## src/rtl/matmul_mem_engine.sv

```systemverilog
// matmul_mem_engine: N x N unsigned matrix multiply C = A x B.
// Operands are fetched one word per cycle from a synchronous single-port RAM.
// Each C element is streamed through a valid/ready port and is also kept in c_flat.
module matmul_mem_engine #(
  parameter int DW     = 8,
  parameter int AW     = 6,
  parameter int N      = 2,
  parameter int A_BASE = 0,
  parameter int B_BASE = N*N,
  parameter int ACC_W  = 2*DW + $clog2(N)
) (
  input  logic                  clk,
  input  logic                  rst,
  input  logic                  start,
  input  logic                  sat_i,
  output logic [AW-1:0]         addr_o,
  output logic                  rd_en_o,
  input  logic [DW-1:0]         data_i,
  output logic                  res_valid,
  input  logic                  res_ready,
  output logic [DW-1:0]         res_data,
  output logic [$clog2(N)-1:0]  res_row,
  output logic [$clog2(N)-1:0]  res_col,
  output logic [N*N*DW-1:0]     c_flat,
  output logic                  busy,
  output logic                  done
);

  localparam int IW = $clog2(N);
  localparam logic [IW-1:0] LAST_IDX = IW'(N-1);

  typedef enum logic [2:0] {IDLE, RD_A, RD_B, LAST, OUT, DONE} state_t;

  state_t            state;
  logic [IW-1:0]     i, j, k;
  logic [DW-1:0]     a_reg;
  logic [ACC_W-1:0]  acc;
  logic [ACC_W-1:0]  acc_next;
  logic              mac_pending;
  logic              sat_q;

  // Word address of element (row, col) of a row-major N x N matrix at base; wraps modulo 2^AW.
  function automatic logic [AW-1:0] addr_calc(input int base, input logic [IW-1:0] row,
                                              input logic [IW-1:0] col);
    return AW'(base + int'(row) * N + int'(col));
  endfunction

  // Narrow the accumulator to DW bits: clamp to all-ones in saturate mode, else keep low bits.
  function automatic logic [DW-1:0] sat_wrap(input logic [ACC_W-1:0] v, input logic sat);
    if (sat && (v > ACC_W'({DW{1'b1}})))
      return {DW{1'b1}};
    return v[DW-1:0];
  endfunction

  // Accumulator value after the pending product (if any) is folded in this cycle.
  always_comb begin
    acc_next = acc;
    if (mac_pending)
      acc_next = acc + ACC_W'(a_reg) * ACC_W'(data_i);
  end

  // Control FSM with registered outputs; the MAC of the previous B word overlaps the next A read.
  always_ff @(posedge clk or negedge rst) begin
    if (!rst) begin
      state       <= IDLE;
      i           <= '0;
      j           <= '0;
      k           <= '0;
      a_reg       <= '0;
      acc         <= '0;
      mac_pending <= 1'b0;
      sat_q       <= 1'b0;
      addr_o      <= '0;
      rd_en_o     <= 1'b0;
      res_valid   <= 1'b0;
      res_data    <= '0;
      res_row     <= '0;
      res_col     <= '0;
      c_flat      <= '0;
      busy        <= 1'b0;
      done        <= 1'b0;
    end else begin
      if (mac_pending) begin
        acc         <= acc_next;
        mac_pending <= 1'b0;
      end
      case (state)
        IDLE: begin
          if (start) begin
            state   <= RD_A;
            i       <= '0;
            j       <= '0;
            k       <= '0;
            acc     <= '0;
            c_flat  <= '0;
            sat_q   <= sat_i;
            busy    <= 1'b1;
            addr_o  <= addr_calc(A_BASE, '0, '0);
            rd_en_o <= 1'b1;
          end
        end
        RD_A: begin
          addr_o <= addr_calc(B_BASE, k, j);
          state  <= RD_B;
        end
        RD_B: begin
          a_reg       <= data_i;
          mac_pending <= 1'b1;
          if (k == LAST_IDX) begin
            rd_en_o <= 1'b0;
            state   <= LAST;
          end else begin
            k      <= k + IW'(1);
            addr_o <= addr_calc(A_BASE, i, k + IW'(1));
            state  <= RD_A;
          end
        end
        LAST: begin
          res_data  <= sat_wrap(acc_next, sat_q);
          res_row   <= i;
          res_col   <= j;
          res_valid <= 1'b1;
          state     <= OUT;
        end
        OUT: begin
          if (res_ready) begin
            res_valid <= 1'b0;
            c_flat[(int'(i) * N + int'(j)) * DW +: DW] <= res_data;
            acc <= '0;
            k   <= '0;
            if (j == LAST_IDX) begin
              j <= '0;
              if (i == LAST_IDX) begin
                i     <= '0;
                busy  <= 1'b0;
                done  <= 1'b1;
                state <= DONE;
              end else begin
                i       <= i + IW'(1);
                addr_o  <= addr_calc(A_BASE, i + IW'(1), '0);
                rd_en_o <= 1'b1;
                state   <= RD_A;
              end
            end else begin
              j       <= j + IW'(1);
              addr_o  <= addr_calc(A_BASE, i, '0);
              rd_en_o <= 1'b1;
              state   <= RD_A;
            end
          end
        end
        DONE: begin
          done  <= 1'b0;
          state <= IDLE;
        end
        default: state <= IDLE;
      endcase
    end
  end

endmodule

```

## config.mk

```make
export PLATFORM = sky130hd
export DESIGN_NAME = matmul_mem_engine
export DESIGN_NICKNAME = d
export VERILOG_FILES = /design/src/rtl/matmul_mem_engine.sv
export SDC_FILE = /design/constraint.sdc
export NUM_CORES = 1
export LEC_CHECK = 0
export ABC_AREA = 1
export CAP_MARGIN = 20
export CORE_MARGIN = 8
export CORE_UTILIZATION = 60
export CTS_CLUSTER_DIAMETER = 40
export DETAILED_ROUTE_END_ITERATION = 7
export PLACE_DENSITY = 0.84
export SYNTH_ARGS = -nofsm -noshare
export SYNTH_HDL_FRONTEND = slang
export SYNTH_SLANG_ARGS = --single-unit
```

## constraint.sdc

```tcl
create_clock -name clk -period 8.79 [get_ports clk]
set_clock_uncertainty 0.05 [all_clocks]
set_input_delay 0.879 -clock clk [delete_from_list [all_inputs] [get_ports clk]]
set_output_delay 0.879 -clock clk [all_outputs]
set_load 0.03 [all_outputs]
```

==> reports/qor.txt, run 1 <==
Status -> complete, no violations
Rel. slew slack -> 33.50%
Pre-antenna DRT Iters -> 5
Chip width -> 118.9 um
Global-route usage over all layers -> 22.48%
Grt total ovfl -> 0
Vias in the first global route -> 5,508
N_diodes -> 0
Worst Path Arrival -> 5.66 ns
Register bit total from synthesis -> 82
RSZ-0062 raised after global routing -> false
Initial antenna violation count -> 0
Max H-tree Level -> 3
Placed instance area -> 7007 um^2
Post-synthesis sequential area ratio -> 32.29%
Total of max-cap violations -> 0
Crit-path slowest cell -> clkdlybuf4s50_1
Crit share post-route -> 62.20%
Largest Register -> c_flat
CTS max path bufs -> 2
Post-synth ARST share -> 100.0%
Maximum net fanout on the critical path -> 9
CP required -> 8.98 ns
Core area -> 10,320 um^2
Fmax achieved -> 182.9 MHz
Area Overhead vs Synth -> 13.98%
Avg Vias per Cell -> 5.302
Startpoint Class -> primary input
Number of flops mapped to enable cells by yosys -> 0
CP Cell Sequence -> clkdlybuf4s50_1 > nand2_1 > fa_1 > inv_1 > fa_1 > fa_1 > inv_1 > fa_1 > inv_1 > ha_1 > nand2_1 > nor2_1 > nand3_1 > nand2_1 > nand2_1 > nand2_1 > nand2_1 > nand3_1 > nand2_1 > nor2_1 > nand3_1 > nand2_2 > a21oi_1
Synthesis warning total -> 0
Setup TNS -> 0 ns
Area occupied by multi-input gates -> 3420 um^2
Setup CP Type -> in -> reg
Final slew viol count -> 0
Routed len/inst -> 15.41 um
Nets@finish -> 948
Worst min path class -> in -> async
Reg2reg setup slack -> 3.98 ns
Iter 0 DRT Violations -> 422
Die Ht -> 118.9 um
Die ar. -> 14,140 um^2
DP HPWL -> 11.70 mm
Post-CTS Hold Fix Bufs -> 0
Mapped Avg Cell Area -> 7.973 um^2
Ports -> 65
Post CTS Setup Buffer Count -> 0
Synth top area cells -> dfrtp_1, fa_1, nand2_1
First-pass GRT wire length -> 26.40 mm
CTS tree -> built
Worst skew pair latency -> 0.36 ns
Main synth FF type -> dfrtp_1
Cell variety after synth -> 42
CP peak stage delay -> 0.69 ns
Top-area cell type share of the netlist area -> 32.29%
Post-route minimum period -> 5.467 ns
Drt drc -> 0
Most used cell, CP -> nand2_1
FF/Latch Area -> 2052 um^2
Vias -> 5,212
Share of layout cells above drive strength 1 -> 4.841%
CTS Root Cell -> clkbuf_8
Mapped Area -> 6355 um^2
Max reg flops -> 32
Inserted Clock Buffers -> 9
Clk sinks -> 82
Post-route ant nets -> 0
Final Hold Viols -> 0
Top flop regs -> c_flat x32, acc x17
# setup viols final -> 0
Pin count of the biggest net entering global routing -> 83
Post-Route WL -> 15.14 mm
Clock-pin slew on the worst setup and hold paths -> 0.10 ns
Synth area leader -> dfrtp_1
Pin slew with the least headroom to its limit -> 0.9920 ns
PortBufs -> 61
PostCTS Resize Cnt -> 0
CP Capture Type -> flop
Starting Density -> 61.56%
# rows -> 37
RD Place Congestion -> 0.9185
Cells after synthesis -> 797
Fillers -> 792
Fin area -> 7243 um^2
==> layout by cell type, fill, tap and decap left out, types with 10 or more instances in the layout <==
| cell type | synthesis | layout |
|---|---|---|
| dfrtp_1 | 82 | 82 |
| clkdlybuf4s50_1 | 0 | 60 |
| o31ai_1 | 13 | 13 |
| a21oi_1 | 29 | 29 |
| o21ai_0 | 17 | 17 |
| o41ai_1 | 10 | 10 |
| fa_1 | 50 | 50 |
| clkbuf_8 | 0 | 10 |
| nand3_1 | 26 | 26 |
| inv_1 | 196 | 196 |
| ha_1 | 43 | 43 |
| nor2_1 | 47 | 47 |
| nand2_1 | 208 | 208 |
==> path summary, 6_finish.rpt <==
path,startpoint,endpoint,cells past startpoint
worst max-delay path,data_i[4],res_data[0],23
worst min-delay path,rst,c_flat[6],1
worst max register to register,a_reg[5],res_data[0],22
worst min register to register,c_flat[16],c_flat[16],2
max in group asynchronous,rst,done,2
min in group clk,c_flat[16],c_flat[16],2
==> metal layers <==
layer | global-route usage, % | vias up | wire [um]
met1 | 28.44 | 2545 | 6358
met2 | 38.43 | 151 | 7621
li1 | - | 2486 | -
met5 | 0 | - | 0
met4 | 7.905 | 0 | 391
met3 | 3.496 | 30 | 773
==> Yosys cell counts, types with 2 or more instances <==
master    number
o22ai_1        9
nor2_1        47
o21ai_0       17
o41ai_1       10
o21ai_2        2
o31ai_1       13
nand2_1      208
buf_4          4
xor2_1         2
buf_2          3
clkbuf_1      22
nand2_2        2
nor3_1         2
o31ai_2        3
nand3_1       26
inv_1        196
dfrtp_1       82
a21oi_1       29
fa_1          50
inv_2          3
xnor2_1        3
ha_1          43
nor2_2         2
==> stage by stage <==
stage / hold WS [ns] / utilization (%) / std cells / setup WS, ns
final: 0.3012 / 70.16 / 983 / 3.323
after global routing: 0.3052 / 70.16 / 983 / 3.012
after CTS: 0.4450 / 69.89 / 982 / 3.358
after detailed placement: 0.4214 / 67.87 / 966 / 2.997
after global placement: 0.4129 / 67.87 / 966 / 3.070
after floorplan: 0.4316 / - / 799 / 3.871
==> logic make-up after synthesis <==
family	count (synthesis)	synth area share, %
muxes	1	0.1772
and+or+nand+nor	296	19.26
buffers and inverters	231	14.10
other	1	0.05901
DFF	82	32.29
adders and majority gates	93	24.22
AOI/OAI and AO/OA	88	9.215
xor gates and xnor gates	5	0.6892
==> worst max-delay path: cells and delay by family <==
kind | cells | cell delay [ns]
AOI/OAI and AO/OA | 1 | 0.09
adders and majority gates | 5 | 2.45
buffers and inverters | 4 | 0.84
and+or+nand+nor | 13 | 1.39
==> cell type report <==
cell class / count / area share (%)
tap: 136 / 2.349
sequential: 82 / 28.33
multi-input combinational: 486 / 47.21
timing repair buffer: 62 / 8.775
inverter: 201 / 10.45
clock buffer: 10 / 1.900
clock inverter: 6 / 0.9846
Power of run 1 is not shown: default switching activity piles up to over one toggle a cycle in this logic, so the estimate is an artifact.
==> inputs of run 2 (changes only) <==
--- a/config.mk
+++ b/config.mk
@@ -8,10 +8,10 @@
 export ABC_AREA = 1
 export CAP_MARGIN = 20
 export CORE_MARGIN = 8
-export CORE_UTILIZATION = 60
+export CORE_UTILIZATION = 58
 export CTS_CLUSTER_DIAMETER = 40
 export DETAILED_ROUTE_END_ITERATION = 7
-export PLACE_DENSITY = 0.84
+export PLACE_DENSITY = 0.81
 export SYNTH_ARGS = -nofsm -noshare
 export SYNTH_HDL_FRONTEND = slang
 export SYNTH_SLANG_ARGS = --single-unit
==> constraint.sdc (replaced) <==
create_clock -name clk -period 5.1 [get_ports clk]
set_clock_uncertainty 0.05 [all_clocks]
set_input_delay 0.51 -clock clk [delete_from_list [all_inputs] [get_ports clk]]
set_output_delay 0.51 -clock clk [all_outputs]
set_load 0.03 [all_outputs]
==> reports/qor.txt, run 2 (synthesis gave the netlist of run 1 again) <==
Status -> complete, no violations (unchanged)
Setup CP Type -> in -> reg (unchanged)
# setup viols final -> 0 (unchanged)
Crit-path slowest cell -> fa_1 (was clkdlybuf4s50_1)
RD Place Congestion -> 0.9015 (was 0.9185)
Worst skew pair latency -> 0.37 ns (was 0.36 ns)
Crit path launch -> data_i[2] (was data_i[4])
Startpoint Class -> primary input (unchanged)
Pin slew with the least headroom to its limit -> 0.7311 ns (was 0.9920 ns)
Routed len/inst -> 14.87 um (was 15.41 um)
Clock-pin slew on the worst setup and hold paths -> 0.09 ns (was 0.10 ns)
Placed instance area -> 7237 um^2 (was 7007 um^2)
Final Hold Viols -> 0 (unchanged)
Max reg flops -> 32 (unchanged)
Area Overhead vs Synth -> 18.21% (was 13.98%)
Total of max-cap violations -> 0 (unchanged)
Core area -> 10,750 um^2 (was 10,320 um^2)
Post-route minimum period -> 4.891 ns
CP Cell Sequence -> clkdlybuf4s50_1 > buf_4 > nand2_1 > inv_1 > fa_1 > fa_1 > inv_1 > fa_1 > fa_1 > inv_1 > ha_1 > or2_2 > nand3_1 > nand2_1 > nand2_1 > nand3_1 > nand3_1 > nand2_1 > nor2_1 > nand3_1 > nand2_2 > a21oi_1 (was clkdlybuf4s50_1 > nand2_1 > fa_1 > inv_1 > fa_1 > fa_1 > inv_1 > fa_1 > inv_1 > ha_1 > nand2_1 > nor2_1 > nand3_1 > nand2_1 > nand2_1 > nand2_1 > nand2_1 > nand3_1 > nand2_1 > nor2_1 > nand3_1 > nand2_2 > a21oi_1)
Grt total ovfl -> 0 (unchanged)
Max H-tree Level -> 3 (unchanged)
Post-Route WL -> 15.13 mm (was 15.14 mm)
DP HPWL -> 11.92 mm (was 11.70 mm)
Reg2reg setup slack -> 0.30 ns (was 3.98 ns)
Fin area -> 7512 um^2 (was 7243 um^2)
Post-layout util -> 69.91% (was 70.16%)
Nets@finish -> 979 (was 948)
Largest Register -> c_flat (unchanged)
Starting Density -> 59.14% (was 61.56%)
Global-route usage over all layers -> 21.66% (was 22.48%)
Fin cells -> 1,018 (was 983)
Fmax achieved -> 204.5 MHz
CTS max path bufs -> 2 (unchanged)
CP peak stage delay -> 0.55 ns (was 0.69 ns)
Worst Path Arrival -> 5.08 ns (was 5.66 ns)
Most common cell after layout, fill and taps aside -> nand2_1 (unchanged)
PortBufs -> 61 (unchanged)
Die Ht -> 120.7 um (was 118.9 um)
R2R depth -> 20 (was 22)
Setup crit end -> res_data[3] (was res_data[0])
Worst min path class -> reg -> reg (was in -> async)
Clk sinks -> 82 (unchanged)
Post-route ant nets -> 0 (unchanged)
Reg2reg end -> res_data[3] (was res_data[0])
CP Capture Type -> flop (unchanged)
Pre-antenna DRT Iters -> 5 (unchanged)
Vias -> 5,294 (was 5,212)
CP required -> 5.29 ns (was 8.98 ns)
Ports -> 65 (unchanged)
Top flop regs -> c_flat x32, acc x17 (unchanged)
# rows -> 38 (was 37)
Crit share post-route -> 95.90%
Initial antenna violation count -> 0 (unchanged)
Avg Vias per Cell -> 5.200 (was 5.302)
CTS tree -> built (unchanged)
Cells on Worst Hold Path -> 2
Pin count of the biggest net entering global routing -> 83 (unchanged)
Final slew viol count -> 0 (unchanged)
Iter 0 DRT Violations -> 420 (was 422)
Chip width -> 120.7 um (was 118.9 um)
Most frequent cells in the layout -> nand2_1, inv_1, dfrtp_1, clkdlybuf4s50_1, fa_1 (unchanged)
N_diodes -> 0 (unchanged)
Vias in the first global route -> 5,422 (was 5,508)
Hold slack -> 0.4367 ns (was 0.3012 ns)
Post CTS Setup Buffer Count -> 0 (unchanged)
CTS Root Cell -> clkbuf_8 (unchanged)
Cell total after placement -> 1,000 (was 966)
First-pass GRT wire length -> 25.63 mm (was 26.40 mm)
Die ar. -> 14,560 um^2 (was 14,140 um^2)
Share of layout cells above drive strength 1 -> 8.087% (was 4.841%)
Inserted Clock Buffers -> 9 (unchanged)
Rel. slew slack -> 51.26% (was 33.50%)
Drt drc -> 0 (unchanged)
Fillers -> 827 (was 792)
R2R Path Start -> a_reg[5] (unchanged)
Maximum net fanout on the critical path -> 8 (was 9)
[run 2: cell types whose count changed in the layout (fill, tap and decap cells not counted)]
| cell | delta |
|---|---|
| bufinv_16 | +1 |
| buf_4 | +30 |
| clkinv_4 | +1 |
| dlymetal6s2s_1 | +5 |
| clkdlybuf4s50_1 | -5 |
| dlygate4sd3_1 | +1 |
| clkinvlp_4 | -1 |
| inv_6 | -2 |
| inv_8 | +1 |
| clkbuf_8 | -1 |
| clkinv_2 | +1 |
[run 2: how the worst min path moves through the flow]
stage | start | endpoint | slack (ns)
after floorplan | rst | a_reg[0] | 0.16
after global placement | addr_o[2] | addr_o[2] | 0.41
after detailed placement | c_flat[9] | c_flat[9] | 0.41
after CTS | rst | a_reg[0] | 0.31
after global routing | res_row | res_row | 0.46
final | addr_o[2] | addr_o[2] | 0.44
[run 2: critical path, delay by kind of cell]
family	cells	cell delay (ns)
fa+ha+maj	5	2.28
buf+inv	5	0.85
simple gates	11	1.34
compound gates	1	0.09
[run 2: cell type report]
cell class | count | area (um^2) | area share (%)
multi-input combinational | 486 | 3420 | 45.52
timing repair buffer | 93 | 883.3 | 11.76
tap | 140 | 175.2 | 2.332
inverter | 201 | 757.0 | 10.08
clock inverter | 7 | 101.3 | 1.349
sequential | 82 | 2052 | 27.32
clock buffer | 9 | 123.9 | 1.649
[run 2: metrics by stage]
stage | setup TNS, ns | worst slack, ns
after floorplan | 0 | 0.5499
after global routing | -0.2558 | -0.03910
after CTS | 0 | 0.1628
final | 0 | 0.2090
after global placement | -0.9374 | -0.1185
after detailed placement | -1.677 | -0.2143
[run 2: per-layer routing]
| metal | vias up | wire length (um) | GRT usage [%] | part of all wire (%) |
|---|---|---|---|---|
| met5 | - | 0 | 0 | 0 |
| met4 | 0 | 409 | 7.416 | 2.7 |
| met1 | 2568 | 6564 | 28.20 | 43 |
| met3 | 30 | 756 | 3.869 | 5.0 |
| met2 | 146 | 7402 | 35.74 | 49 |
| li1 | 2550 | - | - | - |
[run 2: what timing repair did]
| item | CTS | global route |
|---|---|---|
| endpoints found under the hold margin | 0 | 10 |
| resized for setup | 0 | 5 |
| setup endpoints to repair | 0 | 8 |
| hold buffers | 0 | 1 |
Power of run 2 is left out for the same reason.
==> inputs of run 3 (changes only) <==
--- a/config.mk
+++ b/config.mk
@@ -6,7 +6,6 @@
 export NUM_CORES = 1
 export LEC_CHECK = 0
 export ABC_AREA = 1
-export CAP_MARGIN = 20
 export CORE_MARGIN = 8
 export CORE_UTILIZATION = 58
 export CTS_CLUSTER_DIAMETER = 40
==> reports/qor.txt, run 3 (synthesis gave the netlist of run 1 again) <==
Status -> complete, no violations (unchanged)
Initial antenna violation count -> 0 (unchanged)
Crit-path slowest cell -> fa_1 (unchanged)
CTS Root Cell -> clkbuf_8 (unchanged)
R2R depth -> 20 (unchanged)
Most common cell after layout, fill and taps aside -> nand2_1 (unchanged)
Max reg flops -> 32 (unchanged)
Worst min path class -> in -> async (was reg -> reg)
Critical path's top delay family -> adder cells (unchanged)
Vias -> 5,278 (was 5,294)
Post-route ant nets -> 0 (unchanged)
Clock-pin slew on the worst setup and hold paths -> 0.09 ns (about the same)
Worst Path Arrival -> 5.08 ns (about the same)
CTS max path bufs -> 2 (unchanged)
# setup viols final -> 0 (unchanged)
Top flop regs -> c_flat x32, acc x17 (unchanged)
Post CTS Setup Buffer Count -> 0 (unchanged)
Most frequent cells in the layout -> nand2_1, inv_1, dfrtp_1, clkdlybuf4s50_1, fa_1 (unchanged)
Max H-tree Level -> 3 (unchanged)
CP required -> 5.29 ns (about the same)
Pin count of the biggest net entering global routing -> 83 (unchanged)
Iter 0 DRT Violations -> 379 (was 420)
CP peak stage delay -> 0.55 ns (about the same)
CP Cell Sequence -> clkdlybuf4s50_1 > buf_4 > nand2_1 > inv_1 > fa_1 > fa_1 > inv_1 > fa_1 > fa_1 > inv_1 > ha_1 > or2_2 > nand3_1 > nand2_1 > nand2_1 > nand3_1 > nand3_1 > nand2_1 > nor2_1 > nand3_1 > nand2_2 > a21oi_1 (unchanged)
FF/Latch Area -> 2052 um^2 (unchanged)
Clk sinks -> 82 (unchanged)
Share of layout cells above drive strength 1 -> 7.991% (was 8.087%)
Avg Vias per Cell -> 5.195 (was 5.200)
Post-Route WL -> 15.12 mm (was 15.13 mm)
Starting Density -> 59.14% (unchanged)
Pre-antenna DRT Iters -> 5 (unchanged)
Fin cells -> 1,016 (was 1,018)
Chip width -> 120.7 um (unchanged)
Setup CP Type -> in -> reg (unchanged)
Rel. slew slack -> 31.77% (was 51.26%)
Area occupied by multi-input gates -> 3420 um^2 (unchanged)
DP HPWL -> 11.92 mm (unchanged)
Cell total after placement -> 1,000 (unchanged)
Reg2reg end -> res_data[3] (unchanged)
CP Capture Type -> flop (unchanged)
Inserted Clock Buffers -> 9 (unchanged)
Post-route minimum period -> 4.895 ns (was 4.891 ns)
CTS tree -> built (unchanged)
Vias in the first global route -> 5,422 (unchanged)
RD Place Congestion -> 0.9015 (unchanged)
Total of max-cap violations -> 0 (unchanged)
Die Ht -> 120.7 um (unchanged)
Buf/Inv on CP -> 5 (unchanged)
Grt total ovfl -> 0 (unchanged)
Crit share post-route -> 95.97% (was 95.90%)
Ports -> 65 (unchanged)
Final Hold Viols -> 0 (unchanged)
Die ar. -> 14,560 um^2 (unchanged)
First-pass GRT wire length -> 25.63 mm (unchanged)
Area Overhead vs Synth -> 17.62% (was 18.21%)
Routed len/inst -> 14.88 um (was 14.87 um)
Pin slew with the least headroom to its limit -> 1.024 ns (was 0.7311 ns)
Final slew viol count -> 0 (unchanged)
Largest Register -> c_flat (unchanged)
Reg2reg setup slack -> 0.30 ns (about the same)
Global-route usage over all layers -> 21.66% (unchanged)
PortBufs -> 61 (unchanged)
Drt drc -> 0 (unchanged)
Fmax achieved -> 204.3 MHz (was 204.5 MHz)
Fillers -> 830 (was 827)
Crit path launch -> data_i[2] (unchanged)
Startpoint Class -> primary input (unchanged)
Core area -> 10,750 um^2 (unchanged)
R2R Path Start -> a_reg[5] (unchanged)
N_diodes -> 0 (unchanged)
# rows -> 38 (unchanged)
Maximum net fanout on the critical path -> 8 (unchanged)
Nets@finish -> 977 (was 979)
Worst skew pair latency -> 0.37 ns (about the same)
-- run 3: changes by cell type in the layout (fill, tap and decap cells not counted) --
| cell | change |
|---|---|
| buf_16 | -1 |
| dlygate4sd3_1 | -1 |
-- run 3: repair_timing --
item | in CTS | in global routing
hold buffers | 0 | 0
resized for setup | 0 | 5
endpoints found under the setup margin | 0 | 8
-- run 3: per-stage QoR --
step | TNS (ns) | hold slack (ns) | util [%] | instance area (um^2) | worst slack [ns]
after CTS | 0 | 0.3096 | 69.45 | 7462 | 0.1628
after global routing | -0.1390 | 0.3612 | 69.56 | 7475 | -0.02450
after floorplan | 0 | 0.1644 | - | 6362 | 0.5499
after global placement | -0.9374 | 0.4131 | 67.35 | 7237 | -0.1185
after detailed placement | -1.677 | 0.4144 | 67.35 | 7237 | -0.2143
final | 0 | 0.2789 | 69.56 | 7475 | 0.2054
-- run 3: worst max path at each step --
stage | endpoint | slack [ns] | depth (start not counted)
final | res_data[3] | 0.21 | 22
after global routing | res_data[3] | -0.02 | 22
after CTS | res_data[3] | 0.16 | 22
after global placement | res_data[5] | -0.12 | 22
after detailed placement | res_data[3] | -0.21 | 22
after floorplan | res_data[0] | 0.55 | 22
-- run 3: routing by layer --
metal | vias up | routed length [um] | global-route usage (%)
li1 | 2554 | - | -
met1 | 2563 | 6578 | 28.20
met2 | 136 | 7445 | 35.74
met3 | 25 | 714 | 3.869
met4 | 0 | 378 | 7.416
met5 | - | 0 | 0
-- run 3: cell type report --
cell class	count	area share, %
inverters	201	10.13
well taps	140	2.343
clock buffers	9	1.657
flip-flops and latches	82	27.45
multi-input cells	486	45.75
clock inverters	7	1.356
repair buffers	91	11.32
Power of run 3 is left out for the same reason.
